### config.mk
export PLATFORM = sky130hd
export DESIGN_NAME = fp_serial_io
export DESIGN_NICKNAME = d
export VERILOG_FILES = /design/src/rtl/fp_io_pkg.sv /design/src/rtl/fp_io_shreg.sv /design/src/rtl/fp_serial_io.sv
export SDC_FILE = /design/constraint.sdc
export NUM_CORES = 1
export LEC_CHECK = 0
export CORE_MARGIN = 3
export CORE_UTILIZATION = 47
export CTS_BUF_LIST = sky130_fd_sc_hd__clkbuf_8 sky130_fd_sc_hd__clkbuf_16
export CTS_CLUSTER_DIAMETER = 200
export DETAILED_ROUTE_END_ITERATION = 7
export GPL_TIMING_DRIVEN = 0
export PLACE_DENSITY_LB_ADDON = 0.08
export SYNTH_ARGS = -nofsm -noshare
export SYNTH_HDL_FRONTEND = slang
export SYNTH_SLANG_ARGS = --single-unit
### constraint.sdc
create_clock -name CLK -period 1.6 [get_ports CLK]
set_input_delay 0.4 -clock CLK [delete_from_list [all_inputs] [get_ports CLK]]
set_output_delay 0.4 -clock CLK [all_outputs]
set_load 0.01 [all_outputs]
### src/rtl/fp_io_pkg.sv
// Shared types and sizing helpers for the FP serial front end and core.
package fp_io_pkg;

    typedef enum logic [1:0] {
        S_IDLE,
        S_LOAD,
        S_WAIT,
        S_SEND
    } state_t;

    function automatic int beats_f(input int fp_w, input int data_w);
        return fp_w / data_w;
    endfunction

    function automatic int cnt_w_f(input int beats);
        return $clog2(2 * beats);
    endfunction

endpackage

### src/rtl/fp_io_shreg.sv
// Word shift register with parallel load/read; the shift direction follows
// the word order so the first serial word ends up in its own slot.
module fp_io_shreg
    import fp_io_pkg::*;
#(
    parameter int DATA_W    = 8,
    parameter int BEATS     = 8,
    parameter int MSB_FIRST = 0
) (
    input  logic                    i_clk,
    input  logic                    i_rst,
    input  logic                    i_load,
    input  logic [DATA_W*BEATS-1:0] i_pdata,
    input  logic                    i_shift,
    input  logic [DATA_W-1:0]       i_sdata,
    output logic [DATA_W*BEATS-1:0] o_pdata,
    output logic [DATA_W*BEATS-1:0] o_pnext,
    output logic [DATA_W-1:0]       o_sdata
);

    localparam int W = DATA_W * BEATS;

    logic [W-1:0] r_data;
    logic [W-1:0] w_next;

    generate
        if (MSB_FIRST != 0) begin : g_msb
            assign w_next  = {r_data[W-DATA_W-1:0], i_sdata};
            assign o_sdata = r_data[W-1 -: DATA_W];
        end else begin : g_lsb
            assign w_next  = {i_sdata, r_data[W-1:DATA_W]};
            assign o_sdata = r_data[DATA_W-1:0];
        end
    endgenerate

    always_ff @(posedge i_clk) begin
        if (i_rst)
            r_data <= '0;
        else if (i_load)
            r_data <= i_pdata;
        else if (i_shift)
            r_data <= w_next;
    end

    assign o_pdata = r_data;
    assign o_pnext = w_next;

endmodule

### src/rtl/fp_serial_io.sv
// Serial operand loader / result sender between the chip bus and the FP
// multiplier core. Operands are staged and only published once complete.
module fp_serial_io
    import fp_io_pkg::*;
#(
    parameter int FP_W      = 64,
    parameter int DATA_W    = 8,
    parameter int MSB_FIRST = 0
) (
    input  logic              CLK,
    input  logic              RESET,
    input  logic              ENABLE,
    input  logic [DATA_W-1:0] DATA_IN,
    output logic [DATA_W-1:0] DATA_OUT,
    output logic              READY,
    output logic              BUSY,
    output logic              ABORT,
    output logic              OVERRUN,
    output logic [FP_W-1:0]   OP_A,
    output logic [FP_W-1:0]   OP_B,
    output logic              OP_VALID,
    input  logic [FP_W-1:0]   RES,
    input  logic              RES_VALID
);

    localparam int BEATS = beats_f(FP_W, DATA_W);
    localparam int CW    = cnt_w_f(BEATS);

    localparam logic [CW-1:0] HALF   = CW'(BEATS);
    localparam logic [CW-1:0] LAST_L = CW'(2 * BEATS - 1);
    localparam logic [CW-1:0] LAST_S = CW'(BEATS - 1);

    state_t          r_state;
    state_t          w_state_nxt;
    logic [CW-1:0]   r_cnt;
    logic [CW-1:0]   w_cnt_nxt;
    logic [FP_W-1:0] r_op_a;
    logic [FP_W-1:0] r_op_b;
    logic            r_op_valid;
    logic            r_abort;
    logic            r_ovr;

    logic w_a_shift;
    logic w_b_shift;
    logic w_op_load;
    logic w_res_load;
    logic w_res_shift;
    logic w_abort_nxt;
    logic w_ovr_nxt;

    logic [FP_W-1:0]   w_a_par;
    logic [FP_W-1:0]   w_b_next;
    logic [DATA_W-1:0] w_res_word;

    logic [FP_W-1:0]   w_unused_a_next;
    logic [DATA_W-1:0] w_unused_a_word;
    logic [FP_W-1:0]   w_unused_b_par;
    logic [DATA_W-1:0] w_unused_b_word;
    logic [FP_W-1:0]   w_unused_r_par;
    logic [FP_W-1:0]   w_unused_r_next;

    always_ff @(posedge CLK) begin
        if (RESET) begin
            r_state <= S_IDLE;
            r_cnt   <= '0;
        end else begin
            r_state <= w_state_nxt;
            r_cnt   <= w_cnt_nxt;
        end
    end

    always_comb begin
        w_state_nxt = r_state;
        w_cnt_nxt   = r_cnt;
        w_a_shift   = 1'b0;
        w_b_shift   = 1'b0;
        w_op_load   = 1'b0;
        w_res_load  = 1'b0;
        w_res_shift = 1'b0;
        w_abort_nxt = 1'b0;
        w_ovr_nxt   = 1'b0;
        unique case (r_state)
            S_IDLE: begin
                if (ENABLE) begin
                    w_a_shift   = 1'b1;
                    w_cnt_nxt   = CW'(1);
                    w_state_nxt = S_LOAD;
                end
            end
            S_LOAD: begin
                if (ENABLE) begin
                    w_a_shift = (r_cnt < HALF);
                    w_b_shift = (r_cnt >= HALF);
                    if (r_cnt == LAST_L) begin
                        w_op_load   = 1'b1;
                        w_cnt_nxt   = '0;
                        w_state_nxt = S_WAIT;
                    end else begin
                        w_cnt_nxt = r_cnt + CW'(1);
                    end
                end else begin
                    // a gap mid-load abandons the whole transaction
                    w_abort_nxt = 1'b1;
                    w_cnt_nxt   = '0;
                    w_state_nxt = S_IDLE;
                end
            end
            S_WAIT: begin
                w_ovr_nxt = ENABLE;
                if (RES_VALID) begin
                    w_res_load  = 1'b1;
                    w_state_nxt = S_SEND;
                end
            end
            S_SEND: begin
                w_ovr_nxt   = ENABLE;
                w_res_shift = 1'b1;
                if (r_cnt == LAST_S) begin
                    w_cnt_nxt   = '0;
                    w_state_nxt = S_IDLE;
                end else begin
                    w_cnt_nxt = r_cnt + CW'(1);
                end
            end
            default: begin
                w_cnt_nxt   = '0;
                w_state_nxt = S_IDLE;
            end
        endcase
    end

    // B is published from its shift-in view because its last word lands now
    always_ff @(posedge CLK) begin
        if (RESET) begin
            r_op_a     <= '0;
            r_op_b     <= '0;
            r_op_valid <= 1'b0;
            r_abort    <= 1'b0;
            r_ovr      <= 1'b0;
        end else begin
            if (w_op_load) begin
                r_op_a <= w_a_par;
                r_op_b <= w_b_next;
            end
            r_op_valid <= w_op_load;
            r_abort    <= w_abort_nxt;
            r_ovr      <= w_ovr_nxt;
        end
    end

    fp_io_shreg #(
        .DATA_W    (DATA_W),
        .BEATS     (BEATS),
        .MSB_FIRST (MSB_FIRST)
    ) u_sh_a (
        .i_clk   (CLK),
        .i_rst   (RESET),
        .i_load  (1'b0),
        .i_pdata ('0),
        .i_shift (w_a_shift),
        .i_sdata (DATA_IN),
        .o_pdata (w_a_par),
        .o_pnext (w_unused_a_next),
        .o_sdata (w_unused_a_word)
    );

    fp_io_shreg #(
        .DATA_W    (DATA_W),
        .BEATS     (BEATS),
        .MSB_FIRST (MSB_FIRST)
    ) u_sh_b (
        .i_clk   (CLK),
        .i_rst   (RESET),
        .i_load  (1'b0),
        .i_pdata ('0),
        .i_shift (w_b_shift),
        .i_sdata (DATA_IN),
        .o_pdata (w_unused_b_par),
        .o_pnext (w_b_next),
        .o_sdata (w_unused_b_word)
    );

    fp_io_shreg #(
        .DATA_W    (DATA_W),
        .BEATS     (BEATS),
        .MSB_FIRST (MSB_FIRST)
    ) u_sh_res (
        .i_clk   (CLK),
        .i_rst   (RESET),
        .i_load  (w_res_load),
        .i_pdata (RES),
        .i_shift (w_res_shift),
        .i_sdata ('0),
        .o_pdata (w_unused_r_par),
        .o_pnext (w_unused_r_next),
        .o_sdata (w_res_word)
    );

    assign READY    = (r_state == S_SEND);
    assign BUSY     = (r_state != S_IDLE);
    assign DATA_OUT = READY ? w_res_word : '0;
    assign ABORT    = r_abort;
    assign OVERRUN  = r_ovr;
    assign OP_A     = r_op_a;
    assign OP_B     = r_op_b;
    assign OP_VALID = r_op_valid;

endmodule

After elaboration in Yosys (flattened, before gate mapping)
Index checks and enable logic that the tools add are counted.
- add/subtract/negate cells: 1
- multiply operators: 0
- div/mod/pow operators: 0
- $lt $le $gt $ge: 2
- equal/unequal tests: 9
- shifts and indexed selects: 0
- mux-type cells: 26
- bitwise operators: 2
- reduce and logical (&&, ||, !) cells: 9
- operator list (cell ; number):
    64-bit 2-to-1 mux ; 2
    4-bit 2-to-1 mux ; 4
    4-bit case mux with 3 select lines ; 1
    1-bit 2-to-1 mux ; 11
    2-bit 2-to-1 mux ; 5
    8-bit 2-to-1 mux ; 1
    2-bit case mux with 4 select lines ; 1
    2-bit OR reduction ; 3
    4-bit by 1-bit adder with 4-bit output (second input constant) ; 1
    2-bit == test (second input constant) ; 2
    4-bit by 3-bit == test with 1-bit output (second input constant) ; 1
    4-bit == test (second input constant) ; 1
    4-bit >= comparator (second input constant) ; 1
    4-bit less-than comparator (second input constant) ; 1
    2-bit inequality test (second input constant) ; 2
    4-bit AND reduction ; 1
    2-bit nonzero test ; 2
    3-bit inequality test (second input constant) ; 1
    3-bit nonzero test ; 1
    2-bit by 1-bit == test with 1-bit output (second input constant) ; 1
    2-bit logical NOT ; 1
    2-bit by 1-bit inequality test with 1-bit output (second input constant) ; 1
    1-bit inverter ; 2
    1-bit case mux with 2 select lines ; 1
    2-bit AND reduction ; 1
- flip-flop bits (word level): 329
- bits in latches: 0
- bits in writable memories: 0
- memory bits (read-only): 0
- output and inout bits: 141
- word-level logic and storage cells: 59
- memories kept: 0

Depth between registers and ports, before layout
Gate-level depths: netlist of the first run.
- depth in word-level cells: 4
- depth in mapped cells: 7
- mapped depth without buffers: 5

Modules after synthesis
From an unflattened synthesis of the first run, not the netlist that was laid out.
- cells, all modules: 1686
- area, all modules: 15562.4 um^2
- by module, submodules not included (module ; instances ; cells each ; area an instance (um^2) ; sequential area each (um^2)):
    fp_io_shreg ; 3 ; 356 ; 3532.1 ; 1281.2
    fp_serial_io ; 1 ; 618 ; 4966.0 ; 2742.6

Worst setup path after synthesis of the first run
OpenSTA, ideal clock, no wires.
- path kind: register to register
- start point: register r_cnt[0]
- end point: register r_cnt[3]
- setup time: 0.059 ns
- arrival time: 1.563 ns
- data required time: 1.541 ns
- slack: -0.022 ns
- cell stages (with the launch flop): 6
- path buffers: 0
- period minus slack after synthesis: 1.622 ns
- cell sequence: dfxtp_1 -> ha_1 -> and4b_4 -> or4b_4 -> nor3_2 -> o31a_1
- longest elaborated chain between the ends: 4
- RTL lines (item ; RTL line ; source):
    start, declared ; fp_serial_io.sv:35 ; logic [CW-1:0] r_cnt;
    start signal, assigned ; fp_serial_io.sv:68 ; r_cnt <= w_cnt_nxt;
    4-bit by 1-bit adder with 4-bit output / 4-bit == test (equally long branches) ; fp_serial_io.sv:99, fp_serial_io.sv:122, fp_serial_io.sv:94 ;
    4-bit 2-to-1 mux ; fp_serial_io.sv:94 ; if (r_cnt == LAST_L) begin
    4-bit 2-to-1 mux ; fp_serial_io.sv:91 ; if (ENABLE) begin
    4-bit case mux with 3 select lines * ; fp_serial_io.sv:82 ; unique case (r_state)
Every way passes the cells marked *; elsewhere a longest branch is shown, timed or not.
A chain may end at the register's enable or synchronous reset.

Worst setup path in the final report of the first run
- start point: register r_state[0]
- end point: output BUSY
- longest elaborated chain between the ends: 1
- RTL lines (item ; RTL line ; source):
    start, declared ; fp_serial_io.sv:33 ; state_t r_state;
    start signal, assigned ; fp_serial_io.sv:67 ; r_state <= w_state_nxt;
    2-bit nonzero test ; fp_serial_io.sv:200 ; assign BUSY = (r_state != S_IDLE);
    end, declared ; fp_serial_io.sv:16 ; output logic BUSY,
Every way passes these cells.

==> metrics.txt, run 1 <==
Num Clock Sinks=321; Die Height=164 microns; Initial DRT Pass Iterations=5; I/O pins=217; Seq cells post-synth=321; CTS Buffer Depth=3; sequential cell area=6440 sq um; fmax=535 MHz; Via-to-Cell Ratio=5.27; minimum clock period=1.87 ns; Int Pwr=12.8 mW; worst rel slew slack=54.5%; most common cell after layout, fill and taps aside=nand2_1; Core Footprint=24,400 sq um; Max rail drop VDD=672 uV; status=finished, violations left; switching share of power=21.6%; Synth cell types=37; share of flip-flops with an asynchronous set or reset=0%; vias in the first global route=10,200; initial core utilization=47.8%; gr ovfl total=0; Worst Hold Class=input pin to register; Power, Total=16.3 mW; syn avg cell area=7.89 sq um; clock root cell=clkbuf_16; Setup CP Type=register to output port; filler instances=1,999; synth-to-layout area growth=49.0%; Num CTS Buffers=35; Switch Pwr=3.52 mW; Ant. Diodes=0; count of pins over their slew limit=0; Routed WL=36,700 microns; Mapped Cells=1,479; Setup TNS=-26.64 ns; failing checks=negative setup slack; die footprint=26,700 sq um; EDFF count, synth=0; DR iter-0 viols=681; CP max FO=5; area of the multi-input gates=5370 sq um; Crit path arrival time=1.47 ns; maxcap violations=0; Vias=11,300; Pwr Density=936 nW/um^2; Chip Width=164 microns; # DRC=0; CP Launch Type=register; pre-CTS setup slack=-0.820 ns; RSZ-0062 raised after global routing=yes; Syn Nets=1,557; GPL Wtd Cong=0.852; layout cells sized above 1=20.6%; # setup viols final=202; final core occ=71.3%; dominant synthesized flop cell=dfxtp_1; static leakage=6.52 nW; Clock Power Share=46.8%; CTS Hold Bufs=0; type of destination of the critical path=output port; CTS tree=built; Tcrit/Tclk final=117%; floorplan row count=57; WL/cell=17.2 microns; most frequent cells in the layout=nand2_1, dfxtp_1, a21oi_1; Worst EP required=1.20 ns; H-tree Lvls=2; register area share after synthesis=55.1%; worst hold margin=0.207 ns; post-DP HPWL=22,900 microns; Logic pwr share=3.7%; Synth Cell Area=11,700 sq um; PnR worst setup slack=-0.269 ns; Flop pwr share=49.5%; Clock transition at path regs=0.06 ns; Worst-Margin Slew=0.682 ns; worst skew pair latency=0.51 ns; clock skew=0.0124 ns; gr usage total=23.7%; pin count of the biggest net entering global routing=14; first-pass GRT wire length=51,300 microns; Synth Warn #=0; Port Buffers=214; Antenna Nets Post-Route=0; initial antenna violation count=1; Final Hold Vio Count=0; nets=1,871
[registers in the layout, summed over array words and instances (netlist names), named ones only]
signal and count:
u_sh_a.o_pdata 64, OP_VALID 1, u_sh_res.o_pdata 64, OVERRUN 1
r_state 1, u_sh_b.o_pdata 56, ABORT 1, r_cnt 4
OP_A 64, OP_B 64
[power by group through the flow]
stage | clock [mW] | combinational (mW) | sequential (mW)
3_3_place_gp | 0 | 0.499 | 8.22
2_1_floorplan | 0 | 0.213 | 8.21
4_1_cts | 7.71 | 0.539 | 8.05
3_5_place_dp | 0 | 0.499 | 8.22
5_1_grt | 8.04 | 0.645 | 8.05
6_report | 7.62 | 0.606 | 8.05
[through the flow]
step                      area, sq um  cells
final                           17400   2139
after global routing            17400   2139
after CTS                       15600   2093
after detailed placement        14200   2017
after global placement          14200   2017
after floorplan                 11700   1479
[path summary, 6_finish.rpt]
path | cells after the start | slack [ns] | endpoint | start
worst min register to register | 2 | 0.45 | OP_B[15] | OP_B[15]
worst min-delay path | 2 | 0.21 | ABORT | ENABLE
worst max-delay path | 4 | -0.27 | BUSY | r_state[0]
worst max register to register | 9 | -0.25 | OP_B[22] | r_state[0]
[synth_stat cells (all sizes together), types with 2 or more instances]
cell / n / area, sq um
nand3: 2 / 10.0
nor2: 71 / 269
nand2: 614 / 2300
or2: 2 / 12.5
a21oi: 251 / 1260
buf: 61 / 343
o21ai: 3 / 15.0
a22oi: 8 / 60.1
ha: 2 / 25.0
and4b: 3 / 33.8
clkbuf: 57 / 214
inv: 3 / 11.3
and3: 10 / 62.6
dfxtp: 321 / 6430
a311oi: 56 / 490
[per-layer routing]
layer  vias up  global-route usage, %  part of all wire, %
li1       5499                      -                    -
met1      5360                   30.1                   42
met2       348                   40.9                   50
met3        61                   4.11                  5.8
met4         2                   8.00                  2.2
met5         -                      0                0.035
[logic make-up after synthesis]
group	after synthesis	synth area share, %
compound gates	322	15.9
xor+xnor	2	0.150
fa+ha+maj	2	0.214
simple gates	710	23.7
flops	321	55.1
buf+inv	121	4.87
mux	1	0.0858
[critical path, cell delays in order, from the launching register on]
cell       delay, ns
dfxtp_2         0.33
buf_6           0.13
clkbuf_16       0.15
or2_4           0.23
buf_6           0.13
[cell type report]
type | count | area share [%]
buffer | 114 | 6.24
clock buffer | 40 | 5.56
clock inverter | 19 | 0.641
inverter | 3 | 0.0648
multi-input combinational | 1038 | 30.9
sequential | 321 | 37.0
tap | 324 | 2.33
timing repair buffer | 280 | 17.3
[timing repair]
item,in CTS,in global routing
pin swaps,2,17
setup buffers,14,23
setup endpoints to repair,429,277
resized for setup,286,310
gates cloned,4,27
No activity file was read; power rests on OpenSTA's default activity.
==> inputs of run 2 (changes only) <==
--- a/config.mk
+++ b/config.mk
@@ -14,2 +14,3 @@
 export PLACE_DENSITY_LB_ADDON = 0.08
+export SKIP_LAST_GASP = 1
 export SYNTH_ARGS = -nofsm -noshare
==> constraint.sdc (replaced) <==
create_clock -name CLK -period 1.6 [get_ports CLK]
set_input_delay 0.32 -clock CLK [delete_from_list [all_inputs] [get_ports CLK]]
set_output_delay 0.32 -clock CLK [all_outputs]
set_load 0.01 [all_outputs]
==> run 2 against run 1 <==
The flow still finishes with violations (negative setup slack). Cell count decreased by 1.2%. Sequential power is essentially flat. Critical endpoint is now DATA_OUT[1]. Clock skew rose by 0.0027 ns.
==> metrics.txt, run 2 (synthesis gave the netlist of run 1 again) <==
H-tree Lvls=2 (unchanged); I/O pins=217 (unchanged); Crit path arrival time=1.51 ns (was 1.47 ns); Worst Hold Class=input pin to register (unchanged); crit-path cells=buf_6 -> clkbuf_16 -> and3_4 -> buf_2 (was buf_6 -> clkbuf_16 -> or2_4 -> buf_6); most frequent cells in the layout=nand2_1, dfxtp_1, a21oi_1 (unchanged); fmax=548 MHz (was 535 MHz); worst skew pair latency=0.51 ns (about the same); cells on worst reg2reg path=9 (unchanged); Final Hold Vio Count=0 (unchanged); status=finished, violations left (unchanged); post-DP HPWL=22,800 microns (was 22,900 microns); delay-heaviest family, CP=buffers and inverters (unchanged); worst reg2reg setup slack=-0.20 ns (was -0.25 ns); Antenna Nets Post-Route=0 (unchanged); CTS Hold Bufs=0 (unchanged); count of pins over their slew limit=0 (unchanged); Setup CP Type=register to output port (unchanged); filler instances=2,095 (was 1,999); gr usage total=25.1% (was 23.7%); vias in the first global route=10,600 (was 10,200); Clock transition at path regs=0.06 ns (about the same); static leakage=6.49 nW (was 6.52 nW); Pwr Density=966 nW/um^2 (was 936 nW/um^2); synth-to-layout area growth=44.5% (was 49.0%); Port Buffers=214 (unchanged); layout cells sized above 1=20.5% (was 20.6%); type of destination of the critical path=output port (unchanged); PnR worst setup slack=-0.225 ns (was -0.269 ns); CP Launch Type=register (unchanged); Routed WL=34,700 microns (was 36,700 microns); Die Height=164 microns (unchanged); most common cell after layout, fill and taps aside=nand2_1 (unchanged); initial core utilization=47.8% (unchanged); first-pass GRT wire length=54,100 microns (was 51,300 microns); RSZ-0062 raised after global routing=yes (unchanged); Via-to-Cell Ratio=5.18 (was 5.27); CTS Buffer Depth=3 (unchanged); die footprint=26,700 sq um (unchanged); nets=1,845 (was 1,871); Chip Width=164 microns (unchanged); Ant. Diodes=0 (unchanged); CTS tree=built (unchanged); reg2reg start=r_state[0] (unchanged); Slowest cell on crit path=dfxtp_4 (was dfxtp_2); R2R Path End=OP_A[16] (was OP_B[22]); clock root cell=clkbuf_16 (unchanged); Tcrit/Tclk final=114% (was 117%); minimum clock period=1.83 ns (was 1.87 ns); Vias=10,900 (was 11,300); CP max FO=10 (was 5); Max rail drop VDD=740 uV (was 672 uV); Power, Total=16.3 mW (about the same); Initial DRT Pass Iterations=4 (was 5); maxcap violations=0 (unchanged); Max stage delay on crit path=0.38 ns (was 0.33 ns); floorplan row count=57 (unchanged); gr ovfl total=0 (unchanged); worst rel slew slack=55.2% (was 54.5%); DR iter-0 viols=675 (was 681); Critical path destination=DATA_OUT[1] (was BUSY); initial antenna violation count=0 (was 1); # setup viols final=139 (was 202); Core Footprint=24,400 sq um (unchanged); Num Clock Sinks=321 (unchanged); WP depth=4 (unchanged); pin count of the biggest net entering global routing=14 (unchanged); failing checks=negative setup slack (unchanged); WL/cell=16.4 microns (was 17.2 microns); clock skew=0.0151 ns (was 0.0124 ns); final core occ=69.1% (was 71.3%); Bufs and invs on worst path=3 (unchanged); Num CTS Buffers=35 (unchanged); # DRC=0 (unchanged); worst hold margin=0.120 ns (was 0.207 ns); GPL Wtd Cong=0.836 (was 0.852); Worst EP required=1.28 ns (was 1.20 ns); Worst-Margin Slew=0.672 ns (was 0.682 ns)
## run 2: final cells by class
type                    count  area [sq um]  area share (%)
repair buffers            253          2520            14.9
clock inverters            17           110           0.653
plain buffers             116           942            5.59
clock buffers              42           972            5.77
multi-input cells        1037          5460            32.4
inverters                   3          11.3          0.0668
flip-flops and latches    321          6440            38.2
well taps                 324           405            2.40
## run 2: repair_timing
item / CTS / global route
setup buffers: 23 / 3
pin swaps: 32 / 18
cloned: 13 / 2
endpoints found under the setup margin: 444 / 301
resized for setup: 441 / 125
## run 2: through the flow
step / std cells / TNS (ns) / instance area [sq um] / setup slack, ns
2_1_floorplan: 1479 / 0 / 11700 / 0.0178
3_3_place_gp: 2017 / -150.04 / 14200 / -0.768
3_5_place_dp: 2017 / -153.09 / 14200 / -0.808
4_1_cts: 2112 / -20.58 / 16400 / -0.269
5_1_grt: 2113 / -25.50 / 16900 / -0.274
6_report: 2113 / -14.91 / 16900 / -0.225
## run 2: worst min path at each step
stage                            from  endpoint  slack, ns  cells past startpoint
global route                   ENABLE     ABORT       0.11                      2
detailed placement  u_sh_a.o_pdata[0]   OP_A[0]       0.44                      2
floorplan           u_sh_a.o_pdata[0]   OP_A[0]       0.43                      2
finish                         ENABLE     ABORT       0.12                      2
global placement    u_sh_a.o_pdata[1]   OP_A[1]       0.44                      2
CTS                            ENABLE     ABORT       0.08                      2
## run 2: routing by layer
metal,GRT usage [%],wire length [microns],vias up
li1,-,-,5448
met1,32.1,15100,5127
met2,42.9,16800,302
met3,4.51,1800,66
met4,8.42,1000,0
met5,0,0,-
## run 2: power by group
part | switching (mW) | internal (mW)
combinational | 0.327 | 0.277
clock | 3.17 | 4.46
sequential | 0.0308 | 8.02
total | 3.52 | 12.8
## run 2: worst register-to-register path: stages (launching register included)
cell       delay (ns)
dfxtp_4          0.36
buf_4            0.11
buf_6            0.08
and4b_2          0.29
and3_4           0.29
buf_6            0.12
buf_6            0.10
clkbuf_16        0.16
nand2_2          0.08
a21oi_2          0.13
==> inputs of run 3 (changes only) <==
SETUP_SLACK_MARGIN = 0.15   (was unset)
==> run 3 against run 2 <==
Flip-flop and latch count is the same. Highest routed layer unchanged. Clock skew shrank 0.0013 ns. The flow still finishes with violations (negative setup slack). Maximum frequency is 3.0% lower. Largest cell class unchanged. Design area grew 9.3%. Sequential share of layout area is 3.2 points lower. Register-to-register slack got worse by 0.07 ns.
==> metrics.txt, run 3 (synthesis gave the netlist of run 1 again) <==
status=finished, violations left (unchanged); failing checks=negative setup slack (unchanged); Power, Total=16.4 mW (was 16.3 mW); initial antenna violation count=0 (unchanged); WL/cell=17.5 microns (was 16.4 microns); most frequent cells in the layout=nand2_1, dfxtp_1, a21oi_1 (unchanged); crit-path cells=buf_6 -> buf_6 -> clkbuf_16 -> or2_4 -> buf_6 (was buf_6 -> clkbuf_16 -> and3_4 -> buf_2); Core Footprint=24,400 sq um (unchanged); most common cell after layout, fill and taps aside=nand2_1 (unchanged); worst skew pair latency=0.51 ns (about the same); Num CTS Buffers=34 (was 35); filler instances=1,789 (was 2,095); pin count of the biggest net entering global routing=15 (was 14); Worst Hold End=ABORT (unchanged); Initial DRT Pass Iterations=5 (was 4); worst rel slew slack=49.7% (was 55.2%); first-pass GRT wire length=56,800 microns (was 54,100 microns); final instance area=18,400 sq um (was 16,900 sq um); CTS Buffer Depth=3 (unchanged); Worst Hold Class=input pin to register (unchanged); I/O pins=217 (unchanged); layout cells sized above 1=28.9% (was 20.5%); vias in the first global route=11,000 (was 10,600); worst reg2reg setup slack=-0.27 ns (was -0.20 ns); static leakage=6.80 nW (was 6.49 nW); # DRC=0 (unchanged); cells on worst reg2reg path=10 (was 9); CP max FO=5 (was 10); Pwr Density=892 nW/um^2 (was 966 nW/um^2); # setup viols final=266 (was 139); cell repeated most along the worst path=buf_6; Bufs and invs on worst path=4 (was 3); Antenna Nets Post-Route=0 (unchanged); Max rail drop VDD=681 uV (was 740 uV); Chip Width=164 microns (unchanged); PnR worst setup slack=-0.281 ns (was -0.225 ns); Num Clock Sinks=321 (unchanged); minimum clock period=1.88 ns (was 1.83 ns); Max stage delay on crit path=0.32 ns (was 0.38 ns); maxcap violations=0 (unchanged); Routed WL=37,900 microns (was 34,700 microns); nets=1,897 (was 1,845); R2R Path End=OP_B[16] (was OP_A[16]); DR iter-0 viols=668 (was 675); delay-heaviest family, CP=buffers and inverters (unchanged); H-tree Lvls=2 (unchanged); Worst EP required=1.28 ns (about the same); Setup CP Type=register to output port (unchanged); Clock transition at path regs=0.06 ns (about the same); worst hold margin=0.131 ns (was 0.120 ns); CTS tree=built (unchanged); gr usage total=26.4% (was 25.1%); clock root cell=clkbuf_16 (unchanged); Slowest cell on crit path=dfxtp_2 (was dfxtp_4); CP Launch Type=register (unchanged); gr ovfl total=0 (unchanged); Tcrit/Tclk final=118% (was 114%); Vias=11,500 (was 10,900); type of destination of the critical path=output port (unchanged); Final Hold Vio Count=0 (unchanged); Worst-Margin Slew=0.754 ns (was 0.672 ns); floorplan row count=57 (unchanged); fmax=532 MHz (was 548 MHz); clock skew=0.0138 ns (was 0.0151 ns); Port Buffers=214 (unchanged); Placed Cells=2,017 (unchanged); Die Height=164 microns (unchanged); synth-to-layout area growth=57.9% (was 44.5%); min-delay src=ENABLE (unchanged); die footprint=26,700 sq um (unchanged); Via-to-Cell Ratio=5.32 (was 5.18); Ant. Diodes=0 (unchanged); post-DP HPWL=22,900 microns (was 22,800 microns); hold depth=2 (unchanged); Crit path arrival time=1.56 ns (was 1.51 ns); count of pins over their slew limit=0 (unchanged); placed cell area=14,200 sq um (about the same); fin cells=2,164 (was 2,113); GPL Wtd Cong=0.848 (was 0.836); initial core utilization=47.8% (unchanged); RSZ-0062 raised after global routing=yes (unchanged); reg2reg start=r_state[0] (unchanged)
run 3: cell count changes in the layout (fill, tap and decap cells not counted), moves of 10 or more:
cell,previous run,this run
buf_12,8,21
buf_4,26,36
buf_16,4,15
dlygate4sd2_1,131,80
buf_8,19,32
a21oi_2,71,90
nand2_1,554,500
clkdlybuf4s15_1,0,28
buf_6,31,44
clkdlybuf4s15_2,0,23
buf_2,14,3
a21oi_1,178,160
nand2_2,39,86
run 3: how the worst max path moves through the flow:
stage	start	end	slack [ns]	depth (start not counted)
finish	r_state[0]	BUSY	-0.28	5
global route	r_state[0]	OP_B[16]	-0.32	10
CTS	r_state[0]	BUSY	-0.27	5
detailed placement	RES_VALID	u_sh_res.o_pdata[29]	-0.80	6
global placement	RES_VALID	u_sh_res.o_pdata[29]	-0.75	6
floorplan	r_cnt[1]	r_cnt[3]	0.10	5
run 3: routing by layer:
metal | vias up | GRT usage (%) | share of wire (%)
met1 | 5514 | 34.3 | 43
met4 | 0 | 8.50 | 2.6
met2 | 360 | 45.4 | 50
met5 | - | 0 | 0
li1 | 5557 | - | -
met3 | 75 | 3.85 | 5.2
run 3: layout make-up:
class                      count  area, sq um  area share (%)
buffer                       118         1190            6.49
clock inverter                13         57.6           0.312
multi-input combinational   1039         5820            31.6
sequential                   321         6440            35.0
inverter                       3         11.3          0.0611
tap                          324          405            2.20
clock buffer                  44         1020            5.55
timing repair buffer         302         3480            18.9
run 3: metrics by stage:
stage / util [%] / worst slack [ns] / setup TNS (ns)
2_1_floorplan: - / 0.100 / 0
3_3_place_gp: 58.3 / -0.748 / -145.28
3_5_place_dp: 58.3 / -0.797 / -139.75
4_1_cts: 71.1 / -0.274 / -31.58
5_1_grt: 75.5 / -0.317 / -53.65
6_report: 75.5 / -0.281 / -41.70
run 3: what timing repair did:
action / in CTS / in global routing
hold buffers: 0 / 0
gates cloned: 31 / 6
pin swaps: 33 / 39
buffers inserted: 39 / 14
setup endpoints to repair: 458 / 425
gates resized for setup: 587 / 224
run 3: power by group:
group          switching [mW]  internal (mW)  total [mW]
Combinational           0.381          0.374       0.755
Sequential             0.0322           8.02        8.05
Clock                    3.16           4.47        7.63
run 3: worst reg2reg max path, cell delays in order (launching register included):
cell     delay (ns)
dfxtp_2        0.33
buf_6          0.10
buf_4          0.11
buf_6          0.09
and4b_2        0.25
and3_4         0.31
buf_12         0.17
buf_12         0.12
buf_8          0.11
nand2_1        0.06
a21oi_1        0.13
